**config.mk**
```make
export PLATFORM = sky130hd
export DESIGN_NAME = regfile_arbiter
export DESIGN_NICKNAME = d
export VERILOG_FILES = /design/src/rtl/regfile_arbiter_pkg.sv /design/src/rtl/rr_arbiter2.sv /design/src/rtl/regfile_arbiter.sv
export SDC_FILE = /design/constraint.sdc
export NUM_CORES = 1
export LEC_CHECK = 0
export CAP_MARGIN = 30
export CORE_MARGIN = 3
export CORE_UTILIZATION = 45
export CTS_BUF_LIST = sky130_fd_sc_hd__clkbuf_4 sky130_fd_sc_hd__clkbuf_8
export DETAILED_ROUTE_END_ITERATION = 8
export DONT_BUFFER_PORTS = 1
export PLACE_DENSITY = 0.59
export SYNTH_ARGS = -nofsm -noshare
export SYNTH_HDL_FRONTEND = slang
export SYNTH_HIERARCHICAL = 1
export SYNTH_SLANG_ARGS = --single-unit
```
**constraint.sdc**
```tcl
create_clock -name clk -period 6.9 [get_ports clk]
set_input_delay 2.07 -clock clk [delete_from_list [all_inputs] [get_ports clk]]
set_output_delay 2.07 -clock clk [all_outputs]
set_load 0.01 [all_outputs]
```
**src/rtl/regfile_arbiter_pkg.sv**
```systemverilog
// Shared types and constants for the register-file sequencer/arbiter.
// Defines the INIT/RUN state encoding and default widths.
package regfile_arbiter_pkg;

  typedef enum logic {
    INIT = 1'b0,
    RUN  = 1'b1
  } state_t;

  localparam int NUM_REGS            = 4;
  localparam int NUM_REQ             = 2;
  localparam int DEF_DATA_WIDTH      = 16;
  localparam int DEF_INDEX_WIDTH     = 2;

endpackage

```
**src/rtl/rr_arbiter2.sv**
```systemverilog
// Two-input round-robin arbiter: combinational grant, ties go to the input not granted last.
// Pointer moves only when advance is high and something was granted.
module rr_arbiter2 (
  input  logic       clk,
  input  logic       reset_n,
  input  logic [1:0] req,
  input  logic       advance,
  output logic [1:0] grant
);

  logic last;

  always_ff @(posedge clk or negedge reset_n) begin
    if (!reset_n) begin
      last <= 1'b1;
    end else if (advance && (grant != 2'b00)) begin
      last <= grant[1];
    end
  end

  always_comb begin
    grant = req;
    if (req == 2'b11) begin
      grant = last ? 2'b01 : 2'b10;
    end
  end

endmodule

```
**src/rtl/regfile_arbiter.sv**
```systemverilog
// Clears the register file after reset, then grants one access per cycle round-robin.
// Read data returns one cycle after acceptance; responses cannot be backpressured.
module regfile_arbiter
  import regfile_arbiter_pkg::*;
#(
  parameter int                    DATA_WIDTH  = DEF_DATA_WIDTH,
  parameter int                    INDEX_WIDTH = DEF_INDEX_WIDTH,
  parameter logic [DATA_WIDTH-1:0] INIT_VALUE  = '0
) (
  input  logic                           clk,
  input  logic                           reset_n,
  input  logic [NUM_REQ-1:0]             req_valid,
  output logic [NUM_REQ-1:0]             req_ready,
  input  logic [NUM_REQ-1:0]             req_write,
  input  logic [NUM_REQ*INDEX_WIDTH-1:0] req_index,
  input  logic [NUM_REQ*DATA_WIDTH-1:0]  req_wdata,
  output logic [NUM_REQ-1:0]             rsp_valid,
  output logic [DATA_WIDTH-1:0]          rsp_rdata,
  output logic                           busy,
  output logic [INDEX_WIDTH-1:0]         rf_read_index,
  input  logic [DATA_WIDTH-1:0]          rf_read_data,
  output logic [INDEX_WIDTH-1:0]         rf_write_index,
  output logic                           rf_write_enable,
  output logic [DATA_WIDTH-1:0]          rf_write_data
);

  state_t                 state, state_next;
  logic [INDEX_WIDTH-1:0] clr_cnt, clr_cnt_next;
  logic                   run;
  logic [NUM_REQ-1:0]     arb_req;
  logic [NUM_REQ-1:0]     grant;
  logic                   gnt_any, gnt_write, gnt_read;
  logic [INDEX_WIDTH-1:0] gnt_index;
  logic [DATA_WIDTH-1:0]  gnt_wdata;

  assign run     = (state == RUN);
  assign arb_req = run ? req_valid : '0;
  assign busy    = ~run;

  rr_arbiter2 u_arb (
    .clk     (clk),
    .reset_n (reset_n),
    .req     (arb_req),
    .advance (run),
    .grant   (grant)
  );

  assign gnt_any   = |grant;
  assign gnt_index = grant[1] ? req_index[2*INDEX_WIDTH-1:INDEX_WIDTH] : req_index[INDEX_WIDTH-1:0];
  assign gnt_wdata = grant[1] ? req_wdata[2*DATA_WIDTH-1:DATA_WIDTH] : req_wdata[DATA_WIDTH-1:0];
  assign gnt_write = gnt_any & (grant[1] ? req_write[1] : req_write[0]);
  assign gnt_read  = gnt_any & ~gnt_write;

  always_ff @(posedge clk or negedge reset_n) begin
    if (!reset_n) begin
      state   <= INIT;
      clr_cnt <= '0;
    end else begin
      state   <= state_next;
      clr_cnt <= clr_cnt_next;
    end
  end

  always_comb begin
    state_next   = state;
    clr_cnt_next = clr_cnt;
    if (state == INIT) begin
      clr_cnt_next = clr_cnt + 1'b1;
      if (clr_cnt == INDEX_WIDTH'(NUM_REGS - 1)) begin
        state_next = RUN;
      end
    end
  end

  // Gated by reset_n so the clear write is not presented while reset is held.
  always_comb begin
    req_ready       = '0;
    rf_read_index   = '0;
    rf_write_enable = 1'b0;
    rf_write_index  = '0;
    rf_write_data   = '0;
    if (reset_n) begin
      if (!run) begin
        rf_write_enable = 1'b1;
        rf_write_index  = clr_cnt;
        rf_write_data   = INIT_VALUE;
      end else begin
        req_ready = grant;
        if (gnt_read) begin
          rf_read_index = gnt_index;
        end
        if (gnt_write) begin
          rf_write_enable = 1'b1;
          rf_write_index  = gnt_index;
          rf_write_data   = gnt_wdata;
        end
      end
    end
  end

  always_ff @(posedge clk or negedge reset_n) begin
    if (!reset_n) begin
      rsp_valid <= '0;
      rsp_rdata <= '0;
    end else begin
      rsp_valid <= gnt_read ? grant : '0;
      if (gnt_read) begin
        rsp_rdata <= rf_read_data;
      end
    end
  end

endmodule

```
======== Word-level counts from Yosys, hierarchy flattened ========
Cells that the tools add are included.
storage, ports and cells
  register bits ........................... 22
  output and inout port bits .............. 42
operators by class
  add/sub/neg operators ................... 1
  equal/unequal tests ..................... 2
  multiplexer cells ....................... 23
  bitwise operators ....................... 4
  reductions and logical operators ........ 3
operators with widths
  operator                                                        count
  16-bit 2-to-1 mux                                               4
  2-bit 2-to-1 mux                                                13
  1-bit 2-to-1 mux                                                6
  2-bit equality test (second input constant)                     2
  2-bit by 1-bit adder with 2-bit output (second input constant)  1
  1-bit AND                                                       2
  1-bit inverter                                                  2
  2-bit nonzero test                                              1
  2-bit OR reduction                                              1
  1-bit logical AND                                               1

======== Depth between registers and ports, before layout ========
  word-level depth ........................ 10
  depth in mapped cells ................... 7
  gate-level depth less buffers ........... 5

======== Cells and area by module ========
Netlist, hierarchy kept.
by module, submodules not included
  module           times used  cells an instance  area an instance (um^2)
  regfile_arbiter  1           103                1171.1
  rr_arbiter2      1           6                  56.3

======== Worst setup path after synthesis ========
No wires, ideal clock.
  path kind ............................... input -> output
  from .................................... input req_valid[1]
  to ...................................... output rf_read_index[1]
  arrival time ............................ 3.336 ns
  setup slack ............................. 1.494 ns
  stages on the path ...................... 6
  path buffers ............................ 1
  path through ............................ and2_1 > a21boi_0 > nor2b_4 > a31oi_4 > buf_6 > nor3_1
on the way
  longest elaborated chain between the ends .. 10
RTL lines
  what                                                    line                                          source
  start, declared                                         regfile_arbiter.sv:12                         input logic [NUM_REQ-1:0] req_valid,
  2-bit 2-to-1 mux (*)                                    regfile_arbiter.sv:37                         assign arb_req = run ? req_valid : '0;
  2-bit equality test                                     rr_arbiter2.sv:23                             if (req == 2'b11) begin
  2-bit 2-to-1 mux (*)                                    rr_arbiter2.sv:23
  net grant[1]                                            regfile_arbiter.sv:31                         logic [NUM_REQ-1:0] grant;
  2-bit OR reduction or 1-bit 2-to-1 mux (tied branches)  regfile_arbiter.sv:48, regfile_arbiter.sv:51
  1-bit AND                                               regfile_arbiter.sv:51                         assign gnt_write = gnt_any & (grant[1] ? req_write[1] : req_write[0]);
  1-bit inverter                                          regfile_arbiter.sv:52                         assign gnt_read = gnt_any & ~gnt_write;
  1-bit AND                                               regfile_arbiter.sv:52
  2-bit 2-to-1 mux (*)                                    regfile_arbiter.sv:89                         if (gnt_read) begin
  2-bit 2-to-1 mux (*)                                    regfile_arbiter.sv:83                         if (!run) begin
  2-bit 2-to-1 mux (*)                                    regfile_arbiter.sv:82                         if (reset_n) begin
  end, declared                                           regfile_arbiter.sv:20                         output logic [INDEX_WIDTH-1:0] rf_read_index,
The timed path passes the listed nets; every way through them passes the cells marked *.

======== Worst setup path after layout ========
  from .................................... input req_valid[1]
  to ...................................... output rf_write_index[0]
on the way
  longest elaborated chain between the ends .. 8
RTL lines
  what                                                    line                                          source
  2-bit 2-to-1 mux (*)                                    regfile_arbiter.sv:37
  2-bit equality test                                     rr_arbiter2.sv:23
  2-bit 2-to-1 mux (*)                                    rr_arbiter2.sv:23
  net grant[1]                                            regfile_arbiter.sv:31
  2-bit OR reduction or 1-bit 2-to-1 mux (tied branches)  regfile_arbiter.sv:48, regfile_arbiter.sv:51
  1-bit AND                                               regfile_arbiter.sv:51
  2-bit 2-to-1 mux (*)                                    regfile_arbiter.sv:92                         if (gnt_write) begin
  2-bit 2-to-1 mux (*)                                    regfile_arbiter.sv:83
  2-bit 2-to-1 mux (*)                                    regfile_arbiter.sv:82
  end, declared                                           regfile_arbiter.sv:22                         output logic [INDEX_WIDTH-1:0] rf_write_index,
Marks and branches as above.

==> results.cfg <==
[clock_network]
cts_tree = done
cts_hold_buf = 0
cts_setup_buffers = 0
clk_latency_ns = 0.30
cts_buffers = 3
cts_resized = 0
clkTransAtPathRegs_ns = 0.12
htree_levels = 1
cts-root-buf = clkbuf_4
clock_sinks = 22
clock_path_buffers = 2

[critical_path]
worst_ep_required_time_ns = 4.83
end_kind = output pin
critical_path_peak_fanout = 18
critPathLaunchType = input port
r2r_cells = 5
crit_type = input port to output pin
r2r_start = run
worstPathArrival_ns = 3.42
crit_path_start = req_valid[1]

[power]
ir_worst_vdd_mv = 0.248
pwr-share-comb_pct = 17.2
p_leak_nw = 0.588
p_sw_uw = 90.3
power_frac_seq_pct = 53.7
p_int_uw = 239
share_clk_of_total_power_pct = 29.1
p_per_area_mw_per_mm2 = 255
p_sw_share_pct = 27.4

[placement]
place_inst = 135
place_hpwl_um = 2030
gp_congestion = 0.659
io_buffers = 0
pre_cts_slack_ns = 1.42

[yosys]
yosysTopAreaCell = dfrtp_1
netlist_area_sq_mm = 0.00123
synth_edf_count = 0
syn_nets = 168
synthCells = 109
synth-seq-cells = 22
yosysSeqAreaShare_pct = 45.0
avgSynthCellArea_sq_um = 11.3
async_flop_share_pct = 100
dominantRegCellSynth = dfrtp_1
ys_types = 29
synth.area.top_cells = dfrtp_1 43%, mux2i_1 15%, mux2_2 8.3%, mux2_1 7.3%, nor2_1 6.1%
synth_warnings = 6
synth_top_area_share_pct = 42.8

[sta]
slew_headroom_pct = 57.7
clock_skew_ns = 0.00473
rsz0062_at_grt = no
fin_crit_sh_pct = 79.5
layout_setup_ws_ns = 1.41
fin_crit_ns = 5.49
tns_ns = 0
tightest_slew_ns = 0.634
setup_viol = 0
fmax_mhz = 182
slew_violations = 0
hold_viol = 0

[worst_hold_path]
hp-start = clr_cnt[0]
hold_depth = 1
hold_path.class = flop to flop

[global_route]
grt-busiest-layer = met2
grt_antenna_before_repair = 0
grt_pass1_wl_um = 3440
use_met3_pct = 5.35
met2_usage_pct = 23.4
grt.total_usage_pct = 13.3
gr-total-overflow = 0
met1_usage_pct = 15.4
grt_max_degree = 26
grt_pass1_vias = 750

[layout]
final_util_pct = 50.8
n_antenna_cell = 0
syn2layout_area_growth_pct = 5.40
drive_above_1_share_pct = 18.3
finalNonFillerCells = 139
final_common_cell = dfrtp_1
nets = 169
final_cell_mix = 21 x dfrtp_1, 20 x nor2_1, 18 x mux2i_1

[floorplan]
io_pins = 100
core_region_area_sq_mm = 0.00254
dieArea_sq_mm = 0.00339
start_util_pct = 48.2
die_height_um = 58.2
fp-row-count = 18
die_x_um = 58.2

[route]
drc = 0
first_iter_violations = 5
ant_nets = 0
routed_wl_um = 2510
vias_per_cell = 5.81
vias = 807
wl_per_cell_um = 18.1
drtPass1Iterations = 2

[flow_run]
maxCapViolCount = 0

[run_status]
status = complete, no violations
-- Yosys cell counts (2+ instances only) --
cell type  instances
dfrtp_1           21
inv_1              5
and2_1             3
mux2_1             8
buf_4              2
nor3_1             2
nor2_1            20
a211oi_1           2
mux2_2             9
mux2i_1           18
-- flip-flops by register name (all words and copies together) (netlist names) --
register	cells
u_arb/last	1
run	1
clr_cnt	2
rsp_rdata	16
rsp_valid	2
-- final cells by class --
type                    count  area [sq um]
clock buffers               3          22.5
fillers                   230          1250
well taps                  30          37.5
flip-flops and latches     22           552
multi-input cells          77           626
clock inverters             1          30.0
repair buffers              1          7.51
inverters                   5          18.8
-- power groups by stage --
stage          combinational (mW)  sequential (mW)  clock (mW)
2_1_floorplan              0.0522            0.175           0
3_3_place_gp               0.0551            0.179           0
3_5_place_dp               0.0575            0.180           0
4_1_cts                    0.0578            0.178      0.0995
5_1_grt                    0.0627            0.180       0.104
6_report                   0.0568            0.177      0.0959
-- layer usage --
| metal | vias up | share of wire [%] |
|---|---|---|
| met5 | - | 0 |
| met3 | 0 | 8.5 |
| met1 | 383 | 39 |
| li1 | 379 | - |
| met2 | 45 | 53 |
| met4 | 0 | 0 |
-- final timing paths --
check	end	slack, ns
min reg2reg	clr_cnt[0]	0.52
max	rf_write_index[0]	1.41
max in group asynchronous	u_arb/last	5.29
min in group asynchronous	rsp_rdata[6]	1.44
max reg2reg	rsp_rdata[11]	4.62
min	clr_cnt[0]	0.52
-- kinds of logic after synthesis --
logic type,count (synthesis),synth area share [%]
multiplexers,35,30.3
AND/OR/NAND/NOR,30,11.6
XOR/XNOR,1,0.714
adder cells (fa/ha/maj),1,1.02
AO/OA/AOI/OAI,10,7.03
buffers and inverters,10,4.38
flip-flops,22,45.0
-- critical path, stage by stage --
cell and delay [ns]:
and2_1 0.14, a21boi_2 0.28, buf_4 0.34, mux2i_1 0.15
a211oi_1 0.44
-- metrics by stage --
stage          hold WS (ns)  power [mW]  area (sq um)
4_1_cts               0.517       0.335          1290
3_3_place_gp          0.497       0.234          1240
2_1_floorplan         0.463       0.228          1230
5_1_grt               0.540       0.347          1290
6_report              0.516       0.330          1290
3_5_place_dp          0.496       0.238          1240
Power figures use the tool's default switching activity.
